==> config.mk <==
export PLATFORM = sky130hd
export DESIGN_NAME = ysyx_22040125_lsu
export DESIGN_NICKNAME = d
export VERILOG_FILES = /design/src/rtl/ysyx_22040125_pkg.sv /design/src/rtl/ysyx_22040125_load_ext.sv /design/src/rtl/ysyx_22040125_lsu.sv
export SDC_FILE = /design/constraint.sdc
export NUM_CORES = 1
export LEC_CHECK = 0
export CAP_MARGIN = 20
export CORE_MARGIN = 5
export CORE_UTILIZATION = 35
export DETAILED_ROUTE_END_ITERATION = 8
export PLACE_DENSITY = 0.75
export SYNTH_ARGS = -nofsm -noshare
export SYNTH_HDL_FRONTEND = slang
export SYNTH_SLANG_ARGS = --single-unit
export TNS_END_PERCENT = 5
==> constraint.sdc <==
create_clock -name clk -period 2.37 [get_ports clk]
set_input_delay 0.711 -clock clk [delete_from_list [all_inputs] [get_ports clk]]
set_output_delay 0.711 -clock clk [all_outputs]
set_load 0.005 [all_outputs]
==> src/rtl/ysyx_22040125_pkg.sv <==
// Shared definitions for the ysyx_22040125 load/store unit: access size
// encodings, FSM state type and the default memory bus width.
package ysyx_22040125_pkg;

  localparam int DATA_W = 64;

  localparam logic [1:0] SZ_B = 2'd0;
  localparam logic [1:0] SZ_H = 2'd1;
  localparam logic [1:0] SZ_W = 2'd2;
  localparam logic [1:0] SZ_D = 2'd3;

  typedef enum logic [1:0] {
    IDLE = 2'd0,
    REQ  = 2'd1,
    WAIT = 2'd2,
    DONE = 2'd3
  } lsu_state_t;

  // Byte-strobe pattern for an access of the given size, anchored at lane 0.
  function automatic logic [7:0] size_mask(input logic [1:0] size);
    logic [7:0] mask;
    case (size)
      SZ_B:    mask = 8'h01;
      SZ_H:    mask = 8'h03;
      SZ_W:    mask = 8'h0F;
      default: mask = 8'hFF;
    endcase
    return mask;
  endfunction

endpackage

==> src/rtl/ysyx_22040125_load_ext.sv <==
// Load lane extraction: shifts the addressed bytes of the aligned read word
// down to bit 0, truncates to the access size and sign/zero extends to 64 bits.
module ysyx_22040125_load_ext
  import ysyx_22040125_pkg::*;
#(
  parameter int DATA_W = ysyx_22040125_pkg::DATA_W
) (
  input  logic [DATA_W-1:0] rdata,
  input  logic [2:0]        offset,
  input  logic [1:0]        size,
  input  logic              is_unsigned,
  output logic [63:0]       result
);

  logic [DATA_W-1:0] lane;

  assign lane = rdata >> {offset, 3'b000};

  // Truncate to the access size and replicate the top bit unless unsigned.
  always_comb begin
    result = '0;
    case (size)
      SZ_B:    result = {{56{~is_unsigned & lane[7]}},  lane[7:0]};
      SZ_H:    result = {{48{~is_unsigned & lane[15]}}, lane[15:0]};
      SZ_W:    result = {{32{~is_unsigned & lane[31]}}, lane[31:0]};
      default: result = lane[63:0];
    endcase
  end

endmodule

==> src/rtl/ysyx_22040125_lsu.sv <==
// Single-outstanding load/store unit. Captures one request, issues an aligned
// memory access (or short-circuits misaligned ones), then presents the
// extended load result until writeback accepts it.
module ysyx_22040125_lsu
  import ysyx_22040125_pkg::*;
#(
  parameter int ADDR_W = 32,
  parameter int DATA_W = ysyx_22040125_pkg::DATA_W
) (
  input  logic              clk,
  input  logic              rst_n,
  // request side
  input  logic              in_valid,
  output logic              in_ready,
  input  logic              in_wen,
  input  logic [1:0]        in_size,
  input  logic              in_unsigned,
  input  logic [ADDR_W-1:0] in_addr,
  input  logic [DATA_W-1:0] in_wdata,
  input  logic [4:0]        in_rd,
  // memory side
  output logic              mem_req_valid,
  input  logic              mem_req_ready,
  output logic [ADDR_W-1:0] mem_req_addr,
  output logic              mem_req_wen,
  output logic [DATA_W-1:0] mem_req_wdata,
  output logic [7:0]        mem_req_wmask,
  input  logic              mem_rsp_valid,
  input  logic [DATA_W-1:0] mem_rsp_rdata,
  // result side
  output logic              out_valid,
  input  logic              out_ready,
  output logic [63:0]       out_rdata,
  output logic [4:0]        out_rd,
  output logic              out_misalign
);

  lsu_state_t        state_reg, state_next;

  logic [ADDR_W-1:0] addr_reg;
  logic [1:0]        size_reg;
  logic              wen_reg;
  logic              unsigned_reg;
  logic [DATA_W-1:0] wdata_reg;
  logic [4:0]        rd_reg;
  logic [63:0]       rdata_reg;
  logic              misalign_reg;

  logic              accept;
  logic              in_misalign;
  logic [2:0]        offset;
  logic [63:0]       load_value;

  // in_ready depends only on state and reset, never on in_valid.
  assign in_ready = rst_n & (state_reg == IDLE);
  assign accept   = in_valid & in_ready;
  assign offset   = addr_reg[2:0];

  // Natural alignment check on the incoming address.
  always_comb begin
    in_misalign = 1'b0;
    case (in_size)
      SZ_H:    in_misalign = in_addr[0];
      SZ_W:    in_misalign = |in_addr[1:0];
      SZ_D:    in_misalign = |in_addr[2:0];
      default: in_misalign = 1'b0;
    endcase
  end

  // State register.
  always_ff @(posedge clk or negedge rst_n) begin
    if (!rst_n) begin
      state_reg <= IDLE;
    end else begin
      state_reg <= state_next;
    end
  end

  // Next-state logic; misaligned requests bypass memory entirely.
  always_comb begin
    state_next = state_reg;
    case (state_reg)
      IDLE: if (accept)        state_next = in_misalign ? DONE : REQ;
      REQ:  if (mem_req_ready) state_next = WAIT;
      WAIT: if (mem_rsp_valid) state_next = DONE;
      DONE: if (out_ready)     state_next = IDLE;
      default:                 state_next = IDLE;
    endcase
  end

  ysyx_22040125_load_ext #(
    .DATA_W(DATA_W)
  ) u_load_ext (
    .rdata      (mem_rsp_rdata),
    .offset     (offset),
    .size       (size_reg),
    .is_unsigned(unsigned_reg),
    .result     (load_value)
  );

  // Request capture and result registration; results stay put until next accept.
  always_ff @(posedge clk or negedge rst_n) begin
    if (!rst_n) begin
      addr_reg     <= '0;
      size_reg     <= '0;
      wen_reg      <= 1'b0;
      unsigned_reg <= 1'b0;
      wdata_reg    <= '0;
      rd_reg       <= '0;
      rdata_reg    <= '0;
      misalign_reg <= 1'b0;
    end else if (accept) begin
      addr_reg     <= in_addr;
      size_reg     <= in_size;
      wen_reg      <= in_wen;
      unsigned_reg <= in_unsigned;
      wdata_reg    <= in_wdata;
      rd_reg       <= in_rd;
      rdata_reg    <= '0;
      misalign_reg <= in_misalign;
    end else if (state_reg == WAIT && mem_rsp_valid) begin
      rdata_reg    <= wen_reg ? 64'd0 : load_value;
    end
  end

  // Memory request is driven purely from captured registers, so it is stable
  // for as long as the request waits for mem_req_ready.
  assign mem_req_valid = (state_reg == REQ);
  assign mem_req_addr  = {addr_reg[ADDR_W-1:3], 3'b000};
  assign mem_req_wen   = wen_reg;
  assign mem_req_wdata = wdata_reg << {offset, 3'b000};
  assign mem_req_wmask = wen_reg ? (size_mask(size_reg) << offset) : 8'h00;

  assign out_valid    = (state_reg == DONE);
  assign out_rdata    = rdata_reg;
  assign out_rd       = rd_reg;
  assign out_misalign = misalign_reg;

endmodule

; Word level (Yosys, flattened, before mapping)
; Index checks and enable logic that the tools add are counted.
[totals]
out_inout_bits = 178
regBits = 172
in_bits = 175
elab_cells = 50
[classes]
n_reduce_logical = 7
eq_ne = 12
bitwise_logic = 6
shifts = 3
n_mux = 13
[op_table]
columns = op, n
row1 = 64-bit two-way mux, 3
row2 = 64-bit one-hot mux with 3 select lines, 1
row3 = 64-bit by 6-bit << shifter with 64-bit output, 1
row4 = 64-bit by 6-bit >> shifter with 64-bit output, 1
row5 = 8-bit one-hot mux with 3 select lines, 1
row6 = 2-bit equality test (second input constant), 5
row7 = 2-bit two-way mux, 5
row8 = 8-bit two-way mux, 1
row9 = 2-bit one-hot mux with 4 select lines, 1
row10 = 8-bit by 3-bit << shifter with 8-bit output, 1
row11 = 2-bit by 1-bit equality test with 1-bit output (second input constant), 3
row12 = 1-bit AND, 5
row13 = 2-bit zero test, 2
row14 = 2-bit by 1-bit inequality test with 1-bit output (second input constant), 2
row15 = 2-bit inequality test (second input constant), 2
row16 = 4-bit AND reduction, 1
row17 = 1-bit one-hot mux with 3 select lines, 1
row18 = 3-bit OR reduction, 1
row19 = 2-bit nonzero test, 1
row20 = 2-bit OR reduction, 1
row21 = 1-bit logical AND, 1
row22 = 1-bit NOT, 1

; Logic depth before layout (Yosys ltp)
; Gate-level depths: netlist of the first run.
[depth]
ltp_word = 6
ltp_mapped = 10
depth_no_buf = 7

; Cells and area by module
; From an unflattened synthesis of the first run, not the netlist that was laid out.
[unflattened]
hier_cells = 1306
area_unflattened_um2 = 11584.9
[by_module_without_submodules]
columns = module, n_inst, area_each_um2, cells_per_inst, seq_area_each_um2
row1 = ysyx_22040125_lsu, 1, 9285.2, 1042, 4304.1
row2 = ysyx_22040125_load_ext, 1, 2299.7, 264, 0.0

; Worst setup path after synthesis of the first run
; OpenSTA, ideal clock, no wires.
[synth_path]
path_type = reg2out
from = register addr_reg[0]
to = output port mem_req_wdata[56]
path_stages_with_launch = 8
arrival_time_ns = 1.794
n_path_buf = 4
path_slack_ns = -0.135
required_ns = 1.659
cell_sequence = dfrtp_1 buf_6 buf_2 buf_2 buf_2 mux2i_1 a21oi_1 mux2_2
[synth_via]
elab_chain_len = 1
[synth_rtl]
columns = element, line_no
row1 = "start, declared", ysyx_22040125_lsu.sv:40  ; logic [ADDR_W-1:0] addr_reg;
row2 = "start signal, assigned", ysyx_22040125_lsu.sv:113  ; addr_reg <= in_addr;
row3 = 64-bit by 6-bit << shifter with 64-bit output, ysyx_22040125_lsu.sv:131  ; assign mem_req_wdata = wdata_reg << {offset, 3'b000};
row4 = "end, declared", ysyx_22040125_lsu.sv:26  ; output logic [DATA_W-1:0] mem_req_wdata,
; Every way passes these cells.

; Final worst setup path of the first run
[layout_path]
from = register addr_reg[0]
to = output port mem_req_wdata[63]
; Same word-level chain as after synthesis.

==> results.cfg, run 1 <==
[hold_path]
hold_class = in2async

[timing]
final-hold-violation-count = 0
slew_headroom_pct = 32.8
post-route-period-util_pct = 122
setup_tns_ns = -26.48
fmax_mhz = 345
fin_skew_ns = 0.0188
rsz0062_at_grt = true
slew_viol_final = 0
worst_slack_ns = -0.530
whs_ns = 0.447
min_period_ns = 2.90
setup_viol = 118
max_slew.worst_pin.slew_ns = 1.01

[pwr]
vdd_ir_drop_max_mv = 0.795
switching_share_pct = 42.7
cellInternalPower_w = 0.0139
p_per_area_mw_per_mm2 = 1480
p_leak_nw = 7.39
clockPowerShare_pct = 12.6
combPwrFrac_pct = 64.9
p_sw_w = 0.0103
seqPwrFrac_pct = 22.5

[clock_tree]
clock_path_buffers = 2
clk_latency_ns = 0.43
cts_tree = yes
cts_num_sinks = 172
tritoncts.num_buffers = 17
clockRootBuffer = clkbuf_16
htree_levels = 4
clk_pin_slew_ns = 0.08

[die]
core_region_area_mm2 = 0.0296
start_util_pct = 35.4
num_rows = 63
dieArea_mm2 = 0.0335
ios = 353
fp.dieH_um = 183
die_x_um = 183

[critical_path]
endpoint_kind = output port
reg2reg_to = out_rdata[59]
regToRegStartpoint = addr_reg[2]
worstSetupPathType = reg2out
reg2reg_depth = 9
crit_path_start_kind = flip-flop
arrival_ns = 2.19
cp_data_required_time_ns = 1.66
r2r_slack_ns = -0.15
path_max_fanout = 7

[synthesis]
ys.flop_type = dfrtp_1
synthArstFlopShare_pct = 100
yosysSeqAreaShare_pct = 41.0
ys_ff_latch = 172
synth_top_area_cell = dfrtp_1
synth_area_mm2 = 0.0105
synth.avg_cell_area_um2 = 8.75
ys_top_cells_by_count = 379 x nand2_1, 172 x dfrtp_1, 71 x clkbuf_1
synth.most_common_cell = nand2_1
synthCells = 1198
yosysWarnings = 0
synth_top_area_share_pct = 41.0
synth_edf_count = 0
synthTopCellsByArea = dfrtp_1 41%, nand2_1 14%, mux4_2 6.4%
ys_types = 50

[layout]
final_cells = 2006
drive_above_1_share_pct = 28.1
syn_to_final_growth_pct = 56.3
fin_util_pct = 55.3
stdcell_area_mm2 = 0.0164
final_nets = 1782

[global_routing]
gr-total-overflow = 0
grt_usage_pct = 25.3
grt_max_degree = 173
grt_pass1_wl_mm = 66.3
antenna_found_initial = 4
grt_pass1_vias = 11300

[detailed_routing]
ant_nets = 0
drt_pass1_iterations = 5
wl_per_cell_um = 21.9
route.vias.total = 11000
drc = 0
vias_per_cell = 5.49
routed_wirelength_mm = 43.8
drt_iter0_drc = 980

[status]
violations = setup timing
status = finished with violations

[place]
place_area_mm2 = 0.0150
hpwl_mm = 31.6
gp_congestion = 0.914
io_buffers = 349
dp_cells = 1944

[run]
cap_violations = 0
worst max-delay path, stage by stage, from the launching register on:
cell and delay (ns):
dfrtp_4 0.50, buf_12 0.16, buf_16 0.14, buf_6 0.12, mux4_2 0.43, mux2_4 0.28, buf_6 0.12
kinds of logic (layout without fill, tap and decap cells):
group / Yosys count / count (layout) / share of synthesized area [%]
AOI/OAI and AO/OA: 257 / 257 / 16.1
other: 1 / 4 / 0.0358
and+or+nand+nor: 496 / 496 / 19.1
buffers and inverters: 142 / 557 / 6.97
muxes: 125 / 125 / 16.1
adders and majority gates: 5 / 5 / 0.597
DFF: 172 / 172 / 41.0
repair_timing:
item / in CTS / in global routing
gates cloned: 4 / 0
buffers inserted: 25 / 2
endpoints found under the setup margin: 116 / 126
hold buffers: 0 / 0
pin swaps: 38 / 20
gates resized for setup: 367 / 78
cell type report:
type                       count  area [µm²]
timing repair buffer         516        4930
sequential                   172        4320
antenna                        1        2.50
inverter                       9        33.8
clock buffer                  17         425
tap                          390         488
multi-input combinational    886        5990
clock inverter                15         208
fill                        2639       13300
how the worst max path moves through the flow:
| stage | start | end | depth (start not counted) | slack, ns |
|---|---|---|---|---|
| after floorplan | addr_reg[0] | mem_req_wdata[0] | 6 | -0.08 |
| after global placement | mem_rsp_rdata[47] | out_rdata[17] | 6 | -0.56 |
| after detailed placement | mem_rsp_rdata[39] | out_rdata[20] | 6 | -0.62 |
| after CTS | addr_reg[0] | mem_req_wdata[63] | 6 | -0.54 |
| after global routing | addr_reg[0] | mem_req_wdata[63] | 6 | -0.58 |
| final | addr_reg[0] | mem_req_wdata[63] | 6 | -0.53 |
cell usage in the layout (no fill, tap or decap), drive strengths merged, types with 17 or more instances in the layout:
cell,netlist,layout
mux4,30,30
and2,21,21
mux2,39,39
o21ai,89,89
nor2,67,67
clkdlybuf4s50,0,274
nand2,379,379
a22oi,17,17
dfrtp,172,172
o22ai,17,17
buf,62,212
a21oi,50,50
a32o,19,19
mux2i,56,56
clkbuf,71,29
routing by layer:
layer  up-vias  global-route usage (%)  wire length [µm]
li1       4939                       -                 -
met1      5320                    30.5             16400
met2       640                    43.0             21500
met3       107                    7.14              4090
met4         4                    10.2              1830
met5         -                       0                34
stage by stage:
step	power (W)	setup WS, ns
finish	0.0242	-0.530
global route	0.0256	-0.575
CTS	0.0237	-0.539
detailed placement	0.0194	-0.619
global placement	0.0191	-0.556
floorplan	0.0121	-0.0807
power groups by stage:
stage                     clock, W  sequential [W]  combinational [W]
after floorplan                  0         0.00491            0.00716
after global placement           0         0.00537             0.0138
after detailed placement         0         0.00543             0.0139
after CTS                  0.00309         0.00539             0.0152
after global routing       0.00322         0.00556             0.0168
final                      0.00305         0.00545             0.0157
Note: power is estimated with default switching activity, not from simulation.
==> run 2: changes to the inputs <==
--- a/config.mk
+++ b/config.mk
@@ -5,11 +5,13 @@
 export SDC_FILE = /design/constraint.sdc
 export NUM_CORES = 1
 export LEC_CHECK = 0
+export ABC_CLOCK_PERIOD_IN_PS = 2370
 export CAP_MARGIN = 20
 export CORE_MARGIN = 5
 export CORE_UTILIZATION = 35
+export CTS_BUF_LIST = sky130_fd_sc_hd__clkbuf_8
 export DETAILED_ROUTE_END_ITERATION = 8
-export PLACE_DENSITY = 0.75
+export PLACE_DENSITY = 0.69
 export SYNTH_ARGS = -nofsm -noshare
 export SYNTH_HDL_FRONTEND = slang
 export SYNTH_SLANG_ARGS = --single-unit
==> run 2 against run 1 <==
Net effect: the flow still finishes with violations (setup timing); setup slack got worse by 0.094 ns; non-clock buffer count increased by 5; sequential power decreased by 1%; die area unchanged; combinational power about the same; clock-buffer cell count unchanged; worst hold slack got worse by 0.016 ns; register-to-register slack about the same; total power decreased by 3.8%; largest cell class unchanged.
==> results.cfg, run 2 (synthesis results as in run 1) <==
[status]
status = finished with violations
violations = setup timing

[timing]
final-hold-violation-count = 0
post-route-period-util_pct = 126
slew_viol_final = 0
whs_ns = 0.431
fmax_mhz = 334
min_period_ns = 2.99
rsz0062_at_grt = true
fin_skew_ns = 0.0249
slew_headroom_pct = 36.1
worst_slack_ns = -0.623
setup_viol = 107
max_slew.worst_pin.slew_ns = 0.959

[clock_tree]
cts_num_sinks = 172
clockRootBuffer = clkbuf_8
clk_pin_slew_ns = 0.12
cts_tree = yes
clk_latency_ns = 0.48
htree_levels = 4
clock_path_buffers = 2
tritoncts.num_buffers = 17

[die]
num_rows = 63
ios = 353
die_x_um = 183
core_region_area_mm2 = 0.0296
dieArea_mm2 = 0.0335
fp.dieH_um = 183
start_util_pct = 35.4

[pwr]
p_leak_nw = 7.58
vdd_ir_drop_max_mv = 0.743
power.total_w = 0.0233
p_per_area_mw_per_mm2 = 1430

[layout]
nFillCells = 2737
fin_util_pct = 54.9
final_common_cell = nand2_1
layout_common_cells = 374 x nand2_1, 277 x clkdlybuf4s50_1, 168 x dfrtp_1, 130 x buf_4
drive_above_1_share_pct = 25.9
final_nets = 1787
stdcell_area_mm2 = 0.0163
syn_to_final_growth_pct = 55.2

[critical_path]
worstSetupPathType = reg2out
cp_data_required_time_ns = 1.66
endpoint_kind = output port
path_max_fanout = 8
crit_path_start_kind = flip-flop
arrival_ns = 2.28

[place]
hpwl_mm = 31.5
io_buffers = 349
place_area_mm2 = 0.0151
gp_congestion = 0.962

[detailed_routing]
drt_pass1_iterations = 5
drt_iter0_drc = 978
route.vias.total = 10800
routed_wirelength_mm = 43.6
drc = 0
wl_per_cell_um = 21.7
vias_per_cell = 5.39
ant_nets = 0

[global_routing]
grt_max_degree = 173
grt_pass1_vias = 10600
grt_pass1_wl_mm = 63.8
grt_usage_pct = 24.4
gr-total-overflow = 0
antenna_found_initial = 3

[run]
cap_violations = 0

[hold_path]
hold_class = in2async
-- run 2: cell count changes in the layout (fill, tap and decap cells not counted), sizes merged --
cell,change
bufbuf,-1
buf,-19
clkdlybuf4s50,+3
dlygate4sd2,-10
dlymetal6s2s,+20
clkinv,+1
bufinv,-1
clkdlybuf4s15,-3
clkbuf,+15
-- run 2: path summary, 6_finish.rpt --
check / cells past startpoint / endpoint / slack (ns) / from
setup / recovery: 8 / mem_req_wdata[59] / -0.62 / addr_reg[0]
hold / removal: 2 / out_rdata[46] / 0.43 / rst_n
setup reg to reg: 9 / out_rdata[9] / -0.15 / addr_reg[0]
hold reg to reg: 2 / addr_reg[27] / 0.48 / addr_reg[27]
max in group asynchronous: 2 / addr_reg[0] / 1.22 / rst_n
min in group clk: 2 / addr_reg[27] / 0.48 / addr_reg[27]
-- run 2: routing by layer --
layer / routed length, µm / share of wire [%] / global-route usage [%] / up-vias
met4: 1220 / 2.8 / 7.15 / 4
met2: 21500 / 49 / 42.0 / 554
met1: 17200 / 40 / 30.7 / 5267
met5: 27 / 0.062 / 0 / -
li1: - / - / - / 4933
met3: 3580 / 8.2 / 5.75 / 76
-- run 2: cell type report --
class	instances	area [µm²]	area share, %
Antenna cell	1	2.50	0.0154
Clock buffer	17	234	1.44
Clock inverter	15	221	1.36
Inverter	9	33.8	0.208
Multi-Input combinational cell	886	5870	36.1
Sequential cell	172	4310	26.5
Tap cell	390	488	3.00
Timing Repair Buffer	521	5120	31.4
-- run 2: power breakdown --
part	total [W]	switching [W]	internal, W
combinational	0.0156	0.00739	0.00818
clock	0.00233	0.00146	0.000863
sequential	0.00539	0.00121	0.00418
total	0.0233	0.0101	0.0132
-- run 2: worst max-delay path, cell delays in order, from the launching register on --
cell,delay [ns]
dfrtp_4,0.53
buf_6,0.15
buf_12,0.14
mux2_2,0.29
nor2_2,0.10
a21oi_2,0.06
buf_4,0.14
mux2_4,0.28
buf_6,0.12
-- run 2: repair_timing --
| action | CTS | global route |
|---|---|---|
| hold buffers | 0 | 0 |
| hold endpoints to repair | 0 | 0 |
| resized for setup | 81 | 225 |
| setup endpoints to repair | 131 | 132 |
| setup buffers | 3 | 26 |
| cloned | 1 | 6 |
| pin swaps | 6 | 24 |
-- run 2: through the flow --
step           setup TNS, ns  setup slack, ns  std cells
5_1_grt               -38.19           -0.673       2011
3_3_place_gp          -32.06           -0.374       1944
2_1_floorplan          -2.25          -0.0807       1200
6_report              -29.16           -0.623       2011
3_5_place_dp          -34.22           -0.408       1944
4_1_cts               -50.29           -0.835       1980
==> patch (flow settings as in run 1) <==
The package constant `DATA_W` goes from 64 to 128.
--- a/src/rtl/ysyx_22040125_pkg.sv
+++ b/src/rtl/ysyx_22040125_pkg.sv
@@ -2,7 +2,7 @@
 // encodings, FSM state type and the default memory bus width.
 package ysyx_22040125_pkg;
 
-  localparam int DATA_W = 64;
+  localparam int DATA_W = 128;
 
   localparam logic [1:0] SZ_B = 2'd0;
   localparam logic [1:0] SZ_H = 2'd1;
Interface: changed (resized in_wdata, mem_req_wdata and mem_rsp_rdata); port bits go from 353 to 545. No check against the original RTL was run, so the function may have changed too.
==> patch against run 1 <==
The flow still finishes with violations (setup timing); power increased by 73%; cell area increased by 61%; setup slack got worse by 0.26 ns; wire length increased by 80%; sequential cell count increased by 64; cell count increased by 54%; synthesized area increased by 56%; non-clock buffer count increased by 284; critical endpoint is now mem_req_wdata[87]; largest power group unchanged.
==> patch: results (changes against run 1) <==
M3 GR Usage -> 8.60% (was 7.14%)
IO buf count -> 533 (was 349)
flop2flop setup slack -> -0.59 ns (was -0.15 ns)
first-pass GRT wire length -> 112 mm (was 66.3 mm)
Fill cells -> 4068 (was 2639)
setup violators final -> 199 (was 118)
worst reg2reg endpoint -> out_rdata[12] (was out_rdata[59])
postcts setup bufs -> 0 (was 25)
sw frac -> 44.1% (was 42.7%)
Via density -> 5.67 (was 5.49)
status -> finished, violations left (unchanged)
Comb group -> 29.3 mW (was 15.7 mW)
Critical Path End -> mem_req_wdata[87] (was mem_req_wdata[63])
clock latency on the worst-skew pair -> 0.57 ns (was 0.43 ns)
DP Wirelength -> 58.8 mm (was 31.6 mm)
CP top delay family -> buffers and inverters (was multiplexers)
register area share after synthesis -> 36.0% (was 41.0%)
Max Fanout on Critical Path -> 6 (was 7)
path depth of the worst reg2reg path -> 10 (was 9)
CP arrival -> 2.45 ns (was 2.19 ns)
GR Util met2 -> 49.4% (was 43.0%)
part of the power in registers -> 18.6% (was 22.5%)
drt total wl -> 78.8 mm (was 43.8 mm)
CTS buffer count -> 29 (was 17)
placed inst area -> 23600 sq um (was 15000 sq um)
layout cell share with drive strength beyond 1 -> 33.5% (was 28.1%)
post-synthesis compound-gate area fraction -> 12.1% (was 16.1%)
Unique masters post-synth -> 44 (was 50)
DRT iter0 DRCs -> 1429 (was 980)
placed insts -> 2986 (was 1944)
clk slew on worst S/H paths -> 0.06 ns (was 0.08 ns)
total global-route track usage -> 28.6% (was 25.3%)
worst slew pin tran -> 0.821 ns (was 1.01 ns)
post-synthesis mux area share -> 27.6% (was 16.1%)
Syn Inst Count -> 1824 (was 1198)
Synth area leaders -> dfrtp_1 36%, nand2_1 15%, mux4_2 15%, mux2i_1 10%, mux2_2 2.8% (was dfrtp_1 41%, nand2_1 14%, mux4_2 6.4%, mux2i_1 5.3%, mux2_2 3.9%)
Clock Skew -> 0.0124 ns (was 0.0188 ns)
setup ws final -> -0.788 ns (was -0.530 ns)
failing checks -> setup timing (unchanged)
Layout Nets -> 2771 (was 1782)
vias in the first global route -> 18000 (was 11300)
largest net degree at the start of global routing -> 133 (was 173)
## patch: changes by cell type in the layout (fill, tap and decap cells not counted), sizes merged, moves of 32 or more
cell,before,now
a31oi,0,33
buf,212,339
clkbuf,29,81
clkdlybuf4s50,274,393
dfrtp,172,236
mux2i,56,167
mux4,30,106
nand2,379,639
o22a,0,32
## patch: final cells by class
cell class	count	area, sq um	share of cell area [%]
multi-input combinational	1390	11000	41.5
timing repair buffer	800	7720	29.2
sequential	236	5920	22.4
clock buffer	41	841	3.18
tap	607	759	2.88
clock inverter	12	174	0.659
inverter	6	25.0	0.0948
antenna	6	15.0	0.0569
## patch: per-stage QoR
stage	hold WS, ns	power (mW)	setup TNS [ns]	setup WS, ns
5_1_grt	0.216	44.0	-129.83	-0.836
3_3_place_gp	0.458	32.7	-74.91	-0.682
6_report	0.176	41.9	-114.70	-0.788
3_5_place_dp	0.462	32.9	-77.08	-0.626
4_1_cts	0.206	38.8	-117.84	-1.08
2_1_floorplan	0.415	19.5	-0.643	-0.0218
